## src/rtl/pulse_gate_n.sv

```systemverilog
// Gates N transition-encoded pulse channels into one transition-encoded output on each readout.
// The output toggle lands OUT_DLY cycles after the readout. There is no backpressure; violations are flagged and counted.
module pulse_gate_n #(
  parameter int N        = 2,
  parameter int MODE     = 0,
  parameter int INIT_CYC = 8,
  parameter int OUT_DLY  = 5,
  parameter int HOLD_CYC = 2
) (
  input  logic         clk,
  input  logic         rst_n,
  input  logic [N-1:0] a,
  input  logic         rd,
  output logic         out,
  output logic         ready,
  output logic         busy,
  output logic         viol,
  output logic [7:0]   viol_cnt
);

  typedef enum logic {ST_INIT, ST_RUN} state_t;

  state_t             r_state, w_state_nxt;
  logic [7:0]         r_init_cnt, w_init_cnt_nxt;
  logic [N-1:0]       r_a, r_flag, w_flag_nxt, w_flag_base, w_a_pls, w_a_act;
  logic               r_rd, w_rd_pls, w_fire, w_result, w_viol;
  logic [OUT_DLY-1:0] r_dly, w_dly_nxt;
  logic [3:0]         r_hold, w_hold_nxt;
  logic               r_out, r_viol;
  logic [7:0]         r_viol_cnt;

  always_ff @(posedge clk or negedge rst_n) begin
    if (!rst_n) begin
      r_state    <= ST_INIT;
      r_init_cnt <= 8'(INIT_CYC);
    end else begin
      r_state    <= w_state_nxt;
      r_init_cnt <= w_init_cnt_nxt;
    end
  end

  always_comb begin
    w_state_nxt    = r_state;
    w_init_cnt_nxt = r_init_cnt;
    case (r_state)
      ST_INIT: begin
        if (r_init_cnt <= 8'd1) begin
          w_state_nxt    = ST_RUN;
          w_init_cnt_nxt = 8'd0;
        end else begin
          w_init_cnt_nxt = r_init_cnt - 8'd1;
        end
      end
      default: ;
    endcase
  end

  assign w_a_pls  = a ^ r_a;
  assign w_rd_pls = rd ^ r_rd;
  assign w_fire   = (r_state == ST_RUN) && w_rd_pls;
  assign w_a_act  = (r_state == ST_RUN) ? w_a_pls : '0;

  always_comb begin
    case (MODE)
      0:       w_result = ^r_flag;
      1:       w_result = |r_flag;
      default: w_result = &r_flag;
    endcase
  end

  // A readout samples the old flags; a same-cycle data pulse lands on the cleared set.
  always_comb begin
    w_flag_base = w_fire ? '0 : r_flag;
    w_flag_nxt  = (MODE == 0) ? (w_flag_base ^ w_a_act) : (w_flag_base | w_a_act);
    w_viol      = ((MODE != 0) && (|(w_a_act & w_flag_base)))
                || ((|w_a_act) && (r_hold != 4'd0))
                || (w_fire && (|w_a_act) && (HOLD_CYC > 0));
  end

  always_comb begin
    w_hold_nxt = (r_hold != 4'd0) ? (r_hold - 4'd1) : 4'd0;
    if (w_fire)
      w_hold_nxt = 4'(HOLD_CYC);
  end

  always_comb begin
    w_dly_nxt    = r_dly << 1;
    w_dly_nxt[0] = w_fire & w_result;
  end

  always_ff @(posedge clk or negedge rst_n) begin
    if (!rst_n) begin
      r_a        <= '0;
      r_rd       <= 1'b0;
      r_flag     <= '0;
      r_dly      <= '0;
      r_hold     <= 4'd0;
      r_out      <= 1'b0;
      r_viol     <= 1'b0;
      r_viol_cnt <= 8'd0;
    end else begin
      r_a    <= a;
      r_rd   <= rd;
      r_flag <= w_flag_nxt;
      r_dly  <= w_dly_nxt;
      r_hold <= w_hold_nxt;
      r_out  <= r_out ^ r_dly[OUT_DLY-1];
      r_viol <= w_viol;
      if (w_viol && (r_viol_cnt != 8'hFF))
        r_viol_cnt <= r_viol_cnt + 8'd1;
    end
  end

  assign out      = r_out;
  assign ready    = (r_state == ST_RUN);
  assign busy     = |r_flag;
  assign viol     = r_viol;
  assign viol_cnt = r_viol_cnt;

endmodule

```

## config.mk

```make
export PLATFORM = sky130hd
export DESIGN_NAME = pulse_gate_n
export DESIGN_NICKNAME = d
export VERILOG_FILES = /design/src/rtl/pulse_gate_n.sv
export SDC_FILE = /design/constraint.sdc
export NUM_CORES = 1
export LEC_CHECK = 0
export CAP_MARGIN = 20
export CORE_UTILIZATION = 48
export DETAILED_ROUTE_END_ITERATION = 10
export GPL_TIMING_DRIVEN = 0
export PLACE_DENSITY = 0.82
export SLEW_MARGIN = 20
export SYNTH_ARGS = -nofsm -noshare
export SYNTH_HDL_FRONTEND = slang
export SYNTH_SLANG_ARGS = --single-unit
```

## constraint.sdc

```tcl
create_clock -name clk -period 1.7 [get_ports clk]
set_clock_uncertainty 0.05 [all_clocks]
set_input_delay 0.34 -clock clk [delete_from_list [all_inputs] [get_ports clk]]
set_output_delay 0.34 -clock clk [all_outputs]
set_load 0.03 [all_outputs]
```

==> results_dict.tcl, run 1 <==
set metrics [dict create \
    fin_area_sq_mm 0.00194 \
    post-route-drc-count 0 \
    synth_area_leaders "dfrtp_1 56%, xor2_1 5.6%, ha_1 3.5%" \
    synth_seq_cells 33 \
    die-area_sq_mm 0.00318 \
    fin_cells 199 \
    grt_util_all_layers_pct 23.1 \
    synth_warnings 0 \
    via_count 1099 \
    fin_ws_ns -0.185 \
    slew_headroom_pct 52.7 \
    drt_pass1_iterations 4 \
    p_leak_nw 0.952 \
    finalMaxSlewViolations 0 \
    hold_class "in -> async" \
    viasPerCell 5.52 \
    whs_ns -0.0102 \
    layout.nets 176 \
    cts_tree "built" \
    yosysMostFrequentCell "dfrtp_1" \
    rows 19 \
    grt_pass1_wl_microns 5460 \
    place_inst 173 \
    max-cap-violations 0 \
    die_x_microns 56.4 \
    fmax_mhz 531 \
    area_growth_pct 36.5 \
    wl_microns 3310 \
    clk_latency_ns 0.34 \
    end_kind "register" \
    core_sq_mm 0.00278 \
    cp_slowest_cell "dfrtp_2" \
    cts_buffers 5 \
    place_congestion 0.766 \
    die_y_microns 56.4 \
    yosys.area.top_type "dfrtp_1" \
    pwr_density_cell_mw_per_mm2 1300 \
    wl_per_cell_microns 16.6 \
    post-place-ws_ns -0.414 \
    synth_top_cell_area_share_pct 56.4 \
    antenna_found_initial 0 \
    async_flop_share_pct 100 \
    cp.arrival_ns 2.11 \
    numPortBuffers 16 \
    ys_seq_area_share_pct 58.3 \
    fin_crit_ns 1.88 \
    max_stage_delay_ns 0.43 \
    drtIter0Drc 20 \
    post-route-period-util_pct 111 \
    clock_sinks 33 \
    grt_max_degree 34 \
    final_layout_size_suffix_gt1_share_pct 35.7 \
    violations "negative hold slack, negative setup slack" \
    avgSynthCellArea_sq_um 11.3 \
    cp-start-kind "register" \
    rsz0062_at_grt "yes" \
    synth_cells 126 \
    status "complete, but fails checks" \
    pin_count 17 \
    critPathMaxFanout 3 \
    place_area_sq_mm 0.00163 \
    grt.overflow.total 0 \
    hold_viol 9 \
    cp_data_required_time_ns 1.92 \
    h-tree-depth 2 \
    fill_cells 192 \
    synth-edff-count 0 \
    root_buffer "clkbuf_4" \
    path_class "reg -> reg" \
    initial_core_util_pct 51.0 \
    grt_pass1_vias 1233 \
    clk_pin_slew_ns 0.11 \
    path_cells "buf_6 > or4_4 > or3_4 > or4_1 > nand2_1" \
    synth_fp_nets 135 \
    detailed_place_hpwl_microns 1840 \
    antenna_left 0 \
    tightest_slew_ns 0.709 \
    num_antenna_cells 0 \
    synthFlopType "dfrtp_1" \
    syn_area_sq_mm 0.00142 \
    clockBufferDepth 2 \
    cts_hold_buffers 0 \
    synth_cell_types 35 \
    irDropWorstVdd_mv 1.20 \
    netlist_top_cells_count "32 x dfrtp_1, 13 x nand2_1, 11 x nor2_1" \
    setup_viol 13 \
]
registers in the layout, summed over array words and instances, names as in the netlist:
register and cells:
ready 1, viol_cnt 8, r_rd 1, r_dly 5, r_a 2, r_hold 4
r_init_cnt 8, viol 1, r_flag 2, out 1
cells in the final DEF (no fill, tap or decap), drive strengths merged:
master | synthesis | final
clkbuf | 0 | 7
nand3b | 1 | 1
nor2 | 11 | 11
nand3 | 4 | 4
nand2 | 13 | 13
a21oi | 3 | 3
or4 | 5 | 5
inv | 7 | 7
a21o | 1 | 1
dlygate4sd2 | 0 | 12
dlymetal6s2s | 0 | 2
buf | 1 | 21
dfstp | 1 | 1
a31oi | 1 | 1
nor3 | 1 | 1
o21bai | 1 | 1
mux2 | 2 | 2
nor4 | 2 | 2
o221ai | 1 | 1
and3 | 1 | 1
o22ai | 1 | 1
dfrtp | 32 | 32
nand4 | 2 | 2
a21boi | 1 | 1
nor3b | 1 | 1
or2 | 2 | 2
or3 | 2 | 2
o21ai | 7 | 7
xnor2 | 3 | 3
o311a | 1 | 1
nor2b | 2 | 2
bufinv | 0 | 1
ha | 4 | 4
and2 | 1 | 1
a21bo | 1 | 1
o41ai | 1 | 1
xor2 | 9 | 9
kinds of logic after synthesis:
group | count (synthesis) | share of synthesized area [%]
simple gates | 48 | 17.8
flops | 33 | 58.3
compound gates | 19 | 9.17
xor+xnor | 12 | 7.41
buf+inv | 8 | 2.20
fa+ha+maj | 4 | 3.53
mux | 2 | 1.59
repair_timing:
action	CTS	global route
resized for setup	30	12
setup endpoints to repair	25	15
buffers inserted	15	3
pin swaps	5	4
cloned	0	0
path summary, 6_finish.rpt:
path,from,end,slack [ns],cells past startpoint
worst min register to register,r_dly[3],r_dly[4],0.31,0
worst max-delay path,ready,r_init_cnt[7],-0.18,5
worst max register to register,ready,r_init_cnt[7],-0.18,5
min in group clk,rd,r_rd,0.16,1
max in group asynchronous,rst_n,ready,1.12,1
worst min-delay path,rst_n,viol_cnt[7],-0.01,1
worst max-delay path, delay by kind of cell (launching register included):
| kind | cells | cell delay, ns |
|---|---|---|
| simple gates | 4 | 1.22 |
| flops | 1 | 0.43 |
| buf+inv | 1 | 0.12 |
power breakdown:
group / total, mW / switching (mW) / internal [mW]
clock network: 0.614 / 0.263 / 0.351
logic: 0.792 / 0.474 / 0.318
registers: 1.12 / 0.161 / 0.958
cell type report:
class | instances | area, sq um | share of cell area, %
plain buffers | 1 | 11.3 | 0.581
clock buffers | 7 | 55.1 | 2.84
clock inverters | 1 | 30.0 | 1.55
inverters | 7 | 26.3 | 1.36
multi-input cells | 85 | 663 | 34.2
flip-flops and latches | 33 | 830 | 42.8
well taps | 31 | 38.8 | 2.00
repair buffers | 34 | 283 | 14.6
per-layer routing:
| metal | vias up | global-route usage, % | share of wire (%) |
|---|---|---|---|
| met2 | 20 | 43.9 | 56 |
| li1 | 517 | - | - |
| met4 | 0 | 11.1 | 1.1 |
| met1 | 557 | 23.6 | 40 |
| met5 | - | 0 | 0 |
| met3 | 5 | 4.84 | 2.5 |
through the flow:
step	TNS, ns	util, %	hold WS (ns)	power, mW
6_report	-0.931	69.6	-0.0102	2.53
2_1_floorplan	-0.386	-	-0.00559	1.57
4_1_cts	-0.445	67.8	0.0256	2.50
3_5_place_dp	-2.75	58.6	0.293	1.90
5_1_grt	-1.68	69.6	0.0430	2.66
3_3_place_gp	-12.07	58.7	0.287	1.86
(Power assumes the default switching activity.)
==> run 2: changes to the inputs <==
CELL_PAD_IN_SITES_DETAIL_PLACEMENT = 0   (was not set)
CELL_PAD_IN_SITES_GLOBAL_PLACEMENT = 1   (was not set)
CORE_UTILIZATION = 39   (was 48)
CTS_CLUSTER_SIZE = 10   (was not set)
PLACE_DENSITY = 0.83   (was 0.82)
==> run 2 against run 1 <==
Effect of this change:
- the flow finishes with violations (negative setup slack)
- register-to-register slack lost 0.04 ns
- worst setup slack got worse by 0.041 ns
- total power down 7.2%
- global-route usage fell by 6.6 points
- hold slack gained 0.27 ns
- largest power group unchanged
==> results_dict.tcl, run 2 (synthesis gave the netlist of run 1 again) <==
set metrics [dict create \
    end_kind "register" \
    die_x_microns 62.3 \
    die_y_microns 62.3 \
    finalMaxSlewViolations 0 \
    wl_microns 3000 \
    numPortBuffers 16 \
    clk_pin_slew_ns 0.11 \
    area_growth_pct 39.1 \
    critPathTopFamily "compound AO/OA/AOI/OAI gates" \
    irDropWorstVdd_mv 0.873 \
    cp_slowest_cell "or4_4" \
    total_power_mw 2.34 \
    setup_viol 12 \
    layout_commonest_cell "dfrtp_1" \
    final_util_pct 57.8 \
    max_stage_delay_ns 0.45 \
    clock_sinks 33 \
    hold_class "in -> reg" \
    drt_pass1_iterations 4 \
    fin_ws_ns -0.226 \
    critPathMaxFanout 3 \
    grt_util_all_layers_pct 16.5 \
    grt_pass1_vias 1141 \
    rsz0062_at_grt "yes" \
    core_sq_mm 0.00342 \
    critical_path_buf_inv_count 1 \
    final_cell_mix "29 x dfrtp_1, 12 x nand2_1, 12 x dlygate4sd2_1, 12 x buf_4, 8 x nor2_1" \
    hold_viol 0 \
    cts_buffers 5 \
    final_layout_size_suffix_gt1_share_pct 38.1 \
    fmax_mhz 519 \
    root_buffer "clkbuf_4" \
    clockBufferDepth 2 \
    num_antenna_cells 0 \
    post-route-drc-count 0 \
    pin_count 17 \
    final.setup.tns_ns -1.34 \
    drtIter0Drc 33 \
    post-route-period-util_pct 113 \
    tightest_slew_ns 0.723 \
    h-tree-depth 2 \
    violations "negative setup slack" \
    path_class "reg -> reg" \
    grt.overflow.total 0 \
    via_count 1080 \
    max-cap-violations 0 \
    viasPerCell 5.05 \
    status "complete, but fails checks" \
    initial_core_util_pct 41.5 \
    place_congestion 0.732 \
    cp-start-kind "register" \
    clk_latency_ns 0.34 \
    antenna_found_initial 0 \
    cp.arrival_ns 2.10 \
    rows 21 \
    path_cells "inv_2 > ha_4 > nor2_2 > or4_4 > o41ai_4 > o22ai_1" \
    die-area_sq_mm 0.00388 \
    whs_ns 0.258 \
    p_leak_nw 0.933 \
    fin_crit_ns 1.93 \
    wl_per_cell_microns 14.0 \
    pwr_density_cell_mw_per_mm2 1190 \
    antenna_left 0 \
    layout.nets 176 \
    grt_pass1_wl_microns 4900 \
    cts_tree "built" \
    cp_data_required_time_ns 1.87 \
    slew_headroom_pct 51.8 \
    detailed_place_hpwl_microns 1710 \
    grt_max_degree 34 \
]
==> run 2: report_power, final <==
part	total [mW]	switching [mW]	internal (mW)
clock	0.439	0.284	0.156
combinational	0.795	0.472	0.322
sequential	1.11	0.152	0.957
total	2.34	0.908	1.44
==> run 2: stage by stage <==
stage,worst slack (ns),area [sq um],instances
6_report,-0.226,1970,214
5_1_grt,-0.288,1970,214
4_1_cts,-0.194,1860,208
3_5_place_dp,-0.409,1650,188
3_3_place_gp,-0.481,1650,188
2_1_floorplan,-0.232,1440,126
==> run 2: final timing paths <==
kind,slack [ns],start,endpoint,cells after the start
setup / recovery,-0.23,r_init_cnt[1],r_init_cnt[1],6
hold / removal,0.26,a[1],r_a[1],1
setup reg to reg,-0.23,r_init_cnt[1],r_init_cnt[1],6
hold reg to reg,0.31,r_dly[1],r_dly[2],0
max in group asynchronous,0.56,rst_n,viol_cnt[0],2
min in group asynchronous,0.53,rst_n,r_dly[4],2
==> run 2: what timing repair did <==
action | CTS | global route
buffers inserted | 11 | 8
hold endpoints to repair | 2 | 0
gates cloned | 0 | 0
hold buffers | 1 | 0
pin swaps | 8 | 11
resized for setup | 32 | 25
endpoints found under the setup margin | 25 | 19
==> run 2: final cells by class <==
type	instances	area (sq um)
Clock inverter	3	17.5
Tap cell	46	57.6
Sequential cell	33	831
Clock buffer	5	37.5
Multi-Input combinational cell	85	701
Timing Repair Buffer	35	303
Fill cell	312	1440
Inverter	7	26.3
==> run 2: per-layer routing <==
| metal | vias up | track usage (%) | part of all wire [%] |
|---|---|---|---|
| li1 | 519 | - | - |
| met1 | 527 | 18.2 | 44 |
| met2 | 26 | 28.0 | 50 |
| met3 | 8 | 5.70 | 4.5 |
| met4 | 0 | 8.43 | 1.5 |
| met5 | - | 0 | 0 |
